**src/rtl/compare_count_pkg.sv**
```systemverilog
// Shared types and helpers for the multi-channel compare-and-tally block.
// COMPARE_COUNT_SAT_EN selects saturating counters with sticky overflow; otherwise counters wrap.
package compare_count_pkg;

  // Operands are sign/zero-extended to this width before comparison (DATA_W must be below it).
  localparam int unsigned CMP_MAX_W = 512;

  typedef enum logic [1:0] {
    CMP_LT = 2'd0,
    CMP_EQ = 2'd1,
    CMP_GT = 2'd2
  } cmp_code_t;

  typedef struct packed {
    logic inc;      // add one
    logic zero;     // wrap to zero
    logic blocked;  // increment refused at all-ones
  } inc_ctl_t;

  function automatic cmp_code_t cmp3(input logic [CMP_MAX_W-1:0] a,
                                     input logic [CMP_MAX_W-1:0] b,
                                     input logic                 signed_mode);
    cmp_code_t r;
    if (a == b)
      r = CMP_EQ;
    else if (signed_mode ? ($signed(a) < $signed(b)) : (a < b))
      r = CMP_LT;
    else
      r = CMP_GT;
    return r;
  endfunction

  function automatic inc_ctl_t cnt_step(input logic hit, input logic at_max);
    inc_ctl_t r;
`ifdef COMPARE_COUNT_SAT_EN
    r.inc     = hit & ~at_max;
    r.zero    = 1'b0;
    r.blocked = hit & at_max;
`else
    r.inc     = hit & ~at_max;
    r.zero    = hit & at_max;
    r.blocked = 1'b0;
`endif
    return r;
  endfunction

endpackage

```
**src/rtl/compare_count_lane.sv**
```systemverilog
// One lane: stage-1 compare, LT/EQ/GT counters, sticky overflow and snapshot shadows.
// Saturation behaviour follows COMPARE_COUNT_SAT_EN through compare_count_pkg::cnt_step.
module compare_count_lane
  import compare_count_pkg::*;
#(
  parameter int unsigned DATA_W     = 64,
  parameter int unsigned CNT_W      = 32,
  parameter int unsigned SIGNED_CMP = 0
) (
  input  logic              CLK,
  input  logic              RST_N,
  input  logic [DATA_W-1:0] a,
  input  logic [DATA_W-1:0] b,
  input  logic              valid,
  input  logic              loop_r,
  input  logic              clr_r,
  input  logic              snap_r,
  output logic [CNT_W-1:0]  q_lt,
  output logic [CNT_W-1:0]  q_eq,
  output logic [CNT_W-1:0]  q_gt,
  output logic [CNT_W-1:0]  s_lt,
  output logic [CNT_W-1:0]  s_eq,
  output logic [CNT_W-1:0]  s_gt,
  output logic [2:0]        ovf
);

  localparam logic SGN = (SIGNED_CMP != 0);

  logic [CMP_MAX_W-1:0]       a_x, b_x;
  cmp_code_t                  code_r;
  logic                       valid_r;
  logic [2:0][CNT_W-1:0]      q, q_nxt, s;
  logic [2:0]                 ovf_q, ovf_nxt;
  logic                       hit;
  inc_ctl_t                   ctl;

  assign a_x = {{(CMP_MAX_W-DATA_W){SGN & a[DATA_W-1]}}, a};
  assign b_x = {{(CMP_MAX_W-DATA_W){SGN & b[DATA_W-1]}}, b};

  always_comb begin
    q_nxt   = q;
    ovf_nxt = ovf_q;
    ctl     = '0;
    hit     = valid_r & loop_r;
    for (int unsigned i = 0; i < 3; i++) begin
      if (clr_r) begin
        q_nxt[i]    = '0;
        q_nxt[i][0] = hit && (code_r == cmp_code_t'(i));
        ovf_nxt[i]  = 1'b0;
      end else begin
        ctl = cnt_step(hit && (code_r == cmp_code_t'(i)), &q[i]);
        if (ctl.zero)
          q_nxt[i] = '0;
        else if (ctl.inc)
          q_nxt[i] = q[i] + 1'b1;
        if (ctl.blocked)
          ovf_nxt[i] = 1'b1;
      end
    end
  end

  always_ff @(posedge CLK or negedge RST_N) begin
    if (!RST_N) begin
      code_r  <= CMP_LT;
      valid_r <= 1'b0;
      q       <= '0;
      s       <= '0;
      ovf_q   <= '0;
    end else begin
      code_r  <= cmp3(a_x, b_x, SGN);
      valid_r <= valid;
      q       <= q_nxt;
      ovf_q   <= ovf_nxt;
      // Snapshot takes the values being written this edge, so no torn set.
      if (snap_r)
        s <= q_nxt;
    end
  end

  assign q_lt = q[0];
  assign q_eq = q[1];
  assign q_gt = q[2];
  assign s_lt = s[0];
  assign s_eq = s[1];
  assign s_gt = s[2];
  assign ovf  = ovf_q;

endmodule

```
**src/rtl/compare_count_mc.sv**
```systemverilog
// Multi-channel compare-and-tally top: NCH lanes plus the shared control pipeline and SNAP_ACK.
// Define COMPARE_COUNT_SAT_EN for saturating counters with sticky OVF; default wraps.
module compare_count_mc
  import compare_count_pkg::*;
#(
  parameter int unsigned DATA_W     = 64,
  parameter int unsigned CNT_W      = 32,
  parameter int unsigned NCH        = 4,
  parameter int unsigned SIGNED_CMP = 0
) (
  input  logic                CLK,
  input  logic                RST_N,
  input  logic [NCH*DATA_W-1:0] A,
  input  logic [NCH*DATA_W-1:0] B,
  input  logic [NCH-1:0]      VALID,
  input  logic                LOOP,
  input  logic                CLR,
  input  logic                SNAP,
  output logic [NCH*CNT_W-1:0] Q0,
  output logic [NCH*CNT_W-1:0] Q1,
  output logic [NCH*CNT_W-1:0] Q2,
  output logic [NCH*CNT_W-1:0] S0,
  output logic [NCH*CNT_W-1:0] S1,
  output logic [NCH*CNT_W-1:0] S2,
  output logic [NCH*3-1:0]    OVF,
  output logic                SNAP_ACK
);

  logic loop_r, clr_r, snap_r;

  always_ff @(posedge CLK or negedge RST_N) begin
    if (!RST_N) begin
      loop_r   <= 1'b0;
      clr_r    <= 1'b0;
      snap_r   <= 1'b0;
      SNAP_ACK <= 1'b0;
    end else begin
      loop_r   <= LOOP;
      clr_r    <= CLR;
      snap_r   <= SNAP;
      SNAP_ACK <= snap_r;
    end
  end

  for (genvar c = 0; c < NCH; c++) begin : g_lane
    compare_count_lane #(
      .DATA_W    (DATA_W),
      .CNT_W     (CNT_W),
      .SIGNED_CMP(SIGNED_CMP)
    ) u_lane (
      .CLK   (CLK),
      .RST_N (RST_N),
      .a     (A[c*DATA_W +: DATA_W]),
      .b     (B[c*DATA_W +: DATA_W]),
      .valid (VALID[c]),
      .loop_r(loop_r),
      .clr_r (clr_r),
      .snap_r(snap_r),
      .q_lt  (Q0[c*CNT_W +: CNT_W]),
      .q_eq  (Q1[c*CNT_W +: CNT_W]),
      .q_gt  (Q2[c*CNT_W +: CNT_W]),
      .s_lt  (S0[c*CNT_W +: CNT_W]),
      .s_eq  (S1[c*CNT_W +: CNT_W]),
      .s_gt  (S2[c*CNT_W +: CNT_W]),
      .ovf   (OVF[c*3 +: 3])
    );
  end

endmodule

```
**config.mk**
```make
export PLATFORM = sky130hd
export DESIGN_NAME = compare_count_mc
export DESIGN_NICKNAME = d
export VERILOG_FILES = /design/src/rtl/compare_count_pkg.sv /design/src/rtl/compare_count_lane.sv /design/src/rtl/compare_count_mc.sv
export SDC_FILE = /design/constraint.sdc
export NUM_CORES = 2
export LEC_CHECK = 0
export CAP_MARGIN = 20
export CORE_AREA = 4 4 503 505
export CTS_CLUSTER_SIZE = 16
export DETAILED_ROUTE_END_ITERATION = 10
export DIE_AREA = 0 0 507 509
export GPL_TIMING_DRIVEN = 0
export MAX_ROUTING_LAYER = met4
export PLACE_DENSITY = 0.36
export SLEW_MARGIN = 25
export SYNTH_ARGS = -nofsm -noshare
export SYNTH_HDL_FRONTEND = slang
export SYNTH_SLANG_ARGS = --single-unit
```
**constraint.sdc**
```tcl
create_clock -name CLK -period 2.3 [get_ports CLK]
set_input_delay 0.46 -clock CLK [delete_from_list [all_inputs] [get_ports CLK]]
set_output_delay 0.46 -clock CLK [all_outputs]
set_load 0.01 [all_outputs]
```
Yosys cells after proc, flatten, opt, wreduce, memory -nomap -nowiden
Cells that the tools add are included.
{"block": "totals", "register_bits": 784, "latchBits": 0, "mem_bits_rw": 0, "rom_bits": 0, "inputBits": 521, "output_inout_bits": 781, "elab_cells": 176, "n_memories": 0}
{"block": "op_classes", "n_addsub": 12, "n_mul": 0, "div": 0, "order_cmp": 4, "eq_ne": 12, "shift": 0, "n_mux": 44, "n_bitwise": 40, "reduce_logical": 28}
{"op": "2-to-1 mux 32 bit", "n": 36}
{"op": "adder 32 x 1 -> 32 bit (second input constant)", "n": 12}
{"op": "AND reduction 32 bit", "n": 12}
{"op": "== test 64 bit", "n": 4}
{"op": "less-than comparator 64 bit", "n": 4}
{"op": "AND 1 bit", "n": 28}
{"op": "2-to-1 mux 2 bit", "n": 8}
{"op": "logical AND 1 bit", "n": 12}
{"op": "NOT 1 bit", "n": 12}
{"op": "== test 2 x 1 -> 1 bit (second input constant)", "n": 4}
{"op": "== test 2 bit (second input constant)", "n": 4}
{"op": "zero test 2 bit", "n": 4}

Depth between registers and ports, before layout
{"block": "depth", "depth_word": 6, "mapped_depth": 9, "ltp_nobuf": 8}

By module
Synthesis repeated with hierarchy kept, for this count alone.
{"block": "hier_totals", "hier_cells": 4180, "area_unflattened_um2": 41785.1}
{"mod": "compare_count_lane", "n_inst": 4, "cells_each": 1044, "area_per_inst_um2": 10421.2, "seq_area_each_um2": 4879.7}
{"mod": "compare_count_mc", "n_inst": 1, "cells_each": 4, "area_per_inst_um2": 100.1, "seq_area_each_um2": 100.1}

Worst setup path before layout
Ideal clock, no wire load.
{"block": "synth_timing", "kind": "reg2reg", "start": "register g_lane[0].u_lane.q (netlist bit g_lane[0].u_lane.q_gt[0])", "end": "register g_lane[0].u_lane.q (netlist bit g_lane[0].u_lane.q_gt[26])", "setup_time_ns": 0.078, "arrival_time_ns": 2.333, "required_ns": 2.222, "path_slack_ns": -0.111, "stages_incl_launch_ff": 9, "synth_period_minus_slack_ns": 2.411, "cell_sequence": "dfrtp_1 ha_1 nand3_1 or3_4 or2_1 or3_1 clkbuf_2 or3_1 a21oi_1"}
{"item": "start: declaration", "line_no": "compare_count_lane.sv:32", "source": "logic [2:0][CNT_W-1:0] q, q_nxt, s;"}
{"item": "start signal: assignment", "line_no": "compare_count_lane.sv:72", "source": "q <= q_nxt;"}

Worst setup path after layout
{"block": "layout_timing", "start": "register g_lane[3].u_lane.q (netlist bit g_lane[3].u_lane.q_gt[6])", "end": "register g_lane[3].u_lane.s (netlist bit g_lane[3].u_lane.s_gt[23])"}
{"block": "layout_via", "elab_chain_cells": 6, "word_cells_on_any_way": 8}
{"item": "start: declaration", "line_no": "compare_count_lane.sv:32"}
{"item": "start signal: assignment", "line_no": "compare_count_lane.sv:72"}
{"item": "parallel branches: the longest is 4 deep, another holds adder 32 x 1 -> 32 bit"}
{"item": "2-to-1 mux 32 bit (*)", "line_no": "compare_count_lane.sv:52", "source": "if (ctl.zero)"}
{"item": "2-to-1 mux 32 bit (*)", "line_no": "compare_count_lane.sv:46", "source": "if (clr_r) begin"}
{"item": "end signal: assignment", "line_no": "compare_count_lane.sv:76", "source": "s <= q_nxt;"}
{"item": "end: declaration", "line_no": "compare_count_lane.sv:32"}
Every way passes the cells marked *.
A chain may end at the register's enable or synchronous reset.

==> qor.json <==
{
  "areaGrowthSynthToFinish": {"value": 80.0, "unit": "%"},
  "setup_violations": {"value": 351},
  "clock_network_latency_to_the_later_pin_of_the_worst_skew_pair": {"value": 780, "unit": "ps"},
  "synth-async-reset-ratio": {"value": 1.00},
  "post_route_ant_nets": {"value": 0},
  "die_width": {"value": 507, "unit": "µm"},
  "timing.setup.critical_path_class": {"value": "flip-flop to flip-flop"},
  "finalHoldViolations": {"value": 0},
  "hold_path.class": {"value": "primary input to flip-flop"},
  "fmax": {"value": 392, "unit": "MHz"},
  "grt_max_degree": {"value": 128},
  "leakage": {"value": 34.5, "unit": "nW"},
  "final.setup_skew": {"value": 72.9, "unit": "ps"},
  "synth.yosys.seq_area_share": {"value": 0.475},
  "place.gp.congestion": {"value": 0.910},
  "portBuffers": {"value": 1289},
  "detail_route.vias_per_cell": {"value": 4.35},
  "fin_worst_hold_slack": {"value": 119, "unit": "ps"},
  "design.core.area": {"value": 248000, "unit": "µm²"},
  "fin_nets": {"value": 6759},
  "synth.cells.most_frequent": {"value": "sky130_fd_sc_hd__dfrtp_1 (784), sky130_fd_sc_hd__nor2_1 (464), sky130_fd_sc_hd__o2bb2ai_1 (316)"},
  "crit_fanout": {"value": 7},
  "drtPass1Iterations": {"value": 7},
  "synthTopCellsByArea": {"value": "sky130_fd_sc_hd__dfrtp_1 (47%), sky130_fd_sc_hd__ha_1 (8.1%), sky130_fd_sc_hd__o2bb2ai_1 (6.7%), sky130_fd_sc_hd__nor2_1 (4.2%), sky130_fd_sc_hd__xor2_1 (3.8%)"},
  "place_inst": {"value": 8765},
  "power_per_cell_area": {"value": 468, "unit": "nW/µm²"},
  "clock_tree.root_cell": {"value": "sky130_fd_sc_hd__clkbuf_16"},
  "post-route-worst-setup-slack": {"value": -249, "unit": "ps"},
  "cp_data_arrival_time": {"value": 3180, "unit": "ps"},
  "synth_top_flop_cell": {"value": "sky130_fd_sc_hd__dfrtp_1"},
  "cts_max_path_buffers": {"value": 3},
  "ys_ff_latch": {"value": 784},
  "synth_cells": {"value": 4109},
  "tritoncts": {"value": "built"},
  "grt-ovfl-total": {"value": 0},
  "grt_pass1_vias": {"value": 41800},
  "status": {"value": "complete, but fails checks"},
  "tritoncts_num_sinks": {"value": 784},
  "grt_first_pass_wirelength": {"value": 362000, "unit": "µm"},
  "vertical_extent_of_the_die": {"value": 509, "unit": "µm"},
  "dieArea": {"value": 258000, "unit": "µm²"},
  "drive_above_1_share": {"value": 0.274},
  "drt_iter0_drc": {"value": 2034},
  "yosys.cell_types.count": {"value": 90},
  "drcViolationCount": {"value": 0},
  "worst-endpoint-required": {"value": 2930, "unit": "ps"},
  "violations": {"value": "setup timing"},
  "cts_max_level": {"value": 3},
  "post-route-util": {"value": 0.300},
  "pins_over_their_slew_limit": {"value": 0},
  "syn_area_per_cell": {"value": 10.1, "unit": "µm²"},
  "clkTransAtPathRegs": {"value": 60, "unit": "ps"},
  "cap_viol_max_count": {"value": 0},
  "detail_route.wirelength": {"value": 274000, "unit": "µm"},
  "detailedPlacementHpwl": {"value": 222000, "unit": "µm"},
  "synth-warning-count": {"value": 0},
  "io_pins": {"value": 1302},
  "critical_path.cell_chain": {"value": "nand4_1 > nor3_2 > nand3_4 > buf_4 > buf_6 > nor3_4 > xnor2_2 > o2bb2ai_1"},
  "worst_setup_path_end_kind": {"value": "flip-flop"},
  "place_worst_setup_slack": {"value": -2120, "unit": "ps"},
  "critical_path.max_stage_delay": {"value": 630, "unit": "ps"},
  "unrepaired_setup_endpoints_after_global_routing": {"value": "true"},
  "netlist.top_cell.by_area": {"value": "sky130_fd_sc_hd__dfrtp_1"},
  "synthDominantCellAreaShare": {"value": 0.475},
  "synth_area": {"value": 41300, "unit": "µm²"},
  "placementRows": {"value": 183},
  "gr-usage-all-layers": {"value": 0.207},
  "maxSlewHeadroom": {"value": 0.404},
  "placement.cell_area": {"value": 59200, "unit": "µm²"},
  "wl_per_cell": {"value": 29.1, "unit": "µm"},
  "cp-start-kind": {"value": "flip-flop"},
  "fillerInstances": {"value": 26000},
  "post_synth_edffs": {"value": 0},
  "total_via_count_after_detailed_routing": {"value": 41000},
  "cpMaxStageDelayCell": {"value": "sky130_fd_sc_hd__nor3_2"},
  "finish.instance_area": {"value": 74400, "unit": "µm²"},
  "cts_made_buffers": {"value": 101},
  "fin_cells": {"value": 9432},
  "initial_utilization": {"value": 0.166},
  "yosysMostFrequentCell": {"value": "sky130_fd_sc_hd__dfrtp_1"},
  "number_of_antenna_violations_at_the_first_check_in_global_routing": {"value": 80},
  "fin_crit": {"value": 2550, "unit": "ps"},
  "max_slew.worst_pin.slew": {"value": 894, "unit": "ps"},
  "min_period_over_period": {"value": 1.11},
  "ir_drop": {"value": 0.000666, "unit": "V"}
}
-- path summary, 6_finish.rpt --
path | cells after the start | slack [ps] | end | start
setup reg to reg | 8 | -250 | g_lane[3].u_lane.s_gt[23]$_DFFE_PN0P_ | g_lane[3].u_lane.q_gt[6]$_DFF_PN0_
max in group asynchronous | 5 | 250 | g_lane[1].u_lane.q_eq[30]$_DFF_PN0_ | RST_N
hold reg to reg | 1 | 480 | g_lane[3].u_lane.s_lt[29]$_DFFE_PN0P_ | g_lane[3].u_lane.s_lt[29]$_DFFE_PN0P_
min in group asynchronous | 2 | 220 | g_lane[3].u_lane.s_gt[21]$_DFFE_PN0P_ | RST_N
setup / recovery | 8 | -250 | g_lane[3].u_lane.s_gt[23]$_DFFE_PN0P_ | g_lane[3].u_lane.q_gt[6]$_DFF_PN0_
hold / removal | 1 | 120 | clr_r$_DFF_PN0_ | CLR
-- area by class of cell --
class | instances | area (µm²) | area share
antenna | 57 | 143 | 0.00192
multi-input combinational | 2868 | 25500 | 0.343
timing repair buffer | 1775 | 19000 | 0.256
buffer | 141 | 1310 | 0.0176
clock inverter | 40 | 495 | 0.00666
tap | 3330 | 4170 | 0.0560
inverter | 299 | 1130 | 0.0152
clock buffer | 138 | 2860 | 0.0384
sequential | 784 | 19700 | 0.266
-- critical path: cells and delay by family, from the launching register on --
family | cells | cell delay (ps)
flops | 1 | 490
buf+inv | 2 | 330
xor+xnor | 1 | 150
simple gates | 4 | 1390
compound gates | 1 | 90
-- layer usage --
| layer | track usage | vias to the layer above | wire length (µm) | share of wire |
|---|---|---|---|---|
| met1 | 0.223 | 20600 | 102000 | 0.37 |
| met5 | - | - | 0 | 0 |
| met3 | 0.0546 | 337 | 19500 | 0.071 |
| met2 | 0.368 | 1478 | 140000 | 0.51 |
| li1 | - | 18600 | - | - |
| met4 | 0.0698 | 0 | 12300 | 0.045 |
-- state kept, by name, summed over array words and instances (netlist names) --
| register | flops |
|---|---|
| g_lane.u_lane.valid_r | 4 |
| g_lane.u_lane.code_r | 8 |
| g_lane.u_lane.q_lt | 128 |
| g_lane.u_lane.s_gt | 128 |
| snap_r | 1 |
| loop_r | 1 |
| g_lane.u_lane.q_gt | 128 |
| clr_r | 1 |
| g_lane.u_lane.s_eq | 128 |
| SNAP_ACK | 1 |
| g_lane.u_lane.q_eq | 128 |
| g_lane.u_lane.s_lt | 128 |
-- stage by stage --
step	total power, W	TNS, ps
final	0.0348	-24680
after global routing	0.0362	-75540
after CTS	0.0351	-106740
after detailed placement	0.0179	-768210
after global placement	0.0177	-
after floorplan	0.0154	-32.5
-- cell usage in the layout (no fill, tap or decap), types with 174 or more instances in the layout --
master                            instances
sky130_fd_sc_hd__clkdlybuf4s50_1       1001
sky130_fd_sc_hd__dfrtp_1                684
sky130_fd_sc_hd__nor2_1                 367
sky130_fd_sc_hd__buf_4                  292
sky130_fd_sc_hd__inv_1                  285
sky130_fd_sc_hd__ha_1                   250
sky130_fd_sc_hd__dlymetal6s2s_1         234
sky130_fd_sc_hd__o2bb2ai_1              225
sky130_fd_sc_hd__nand4_1                202
sky130_fd_sc_hd__nand2_1                174
-- cell families after synthesis --
group	Yosys count	synth area share
AND/OR/NAND/NOR	1515	0.189
flip-flops	784	0.475
AO/OA/AOI/OAI	682	0.124
buffers and inverters	468	0.0453
XOR/XNOR	336	0.0712
adder cells (fa/ha/maj)	268	0.0812
multiplexers	55	0.0148
other	1	0.0000908
-- what timing repair did --
action / CTS / global route
setup buffers: 232 / 219
resized for setup: 844 / 1019
pin swaps: 230 / 375
hold buffers: 1 / 0
hold endpoints to repair: 292 / 0
endpoints found under the setup margin: 1257 / 1202
gates cloned: 14 / 23
-- where the power goes --
| part | internal (W) | switching, W | leakage (nW) |
|---|---|---|---|
| clock | 0.00931 | 0.00714 | 1.65 |
| sequential | 0.0139 | 0.000104 | 10.8 |
| combinational | 0.00207 | 0.00229 | 22.1 |
No activity file was read; power rests on OpenSTA's default activity.
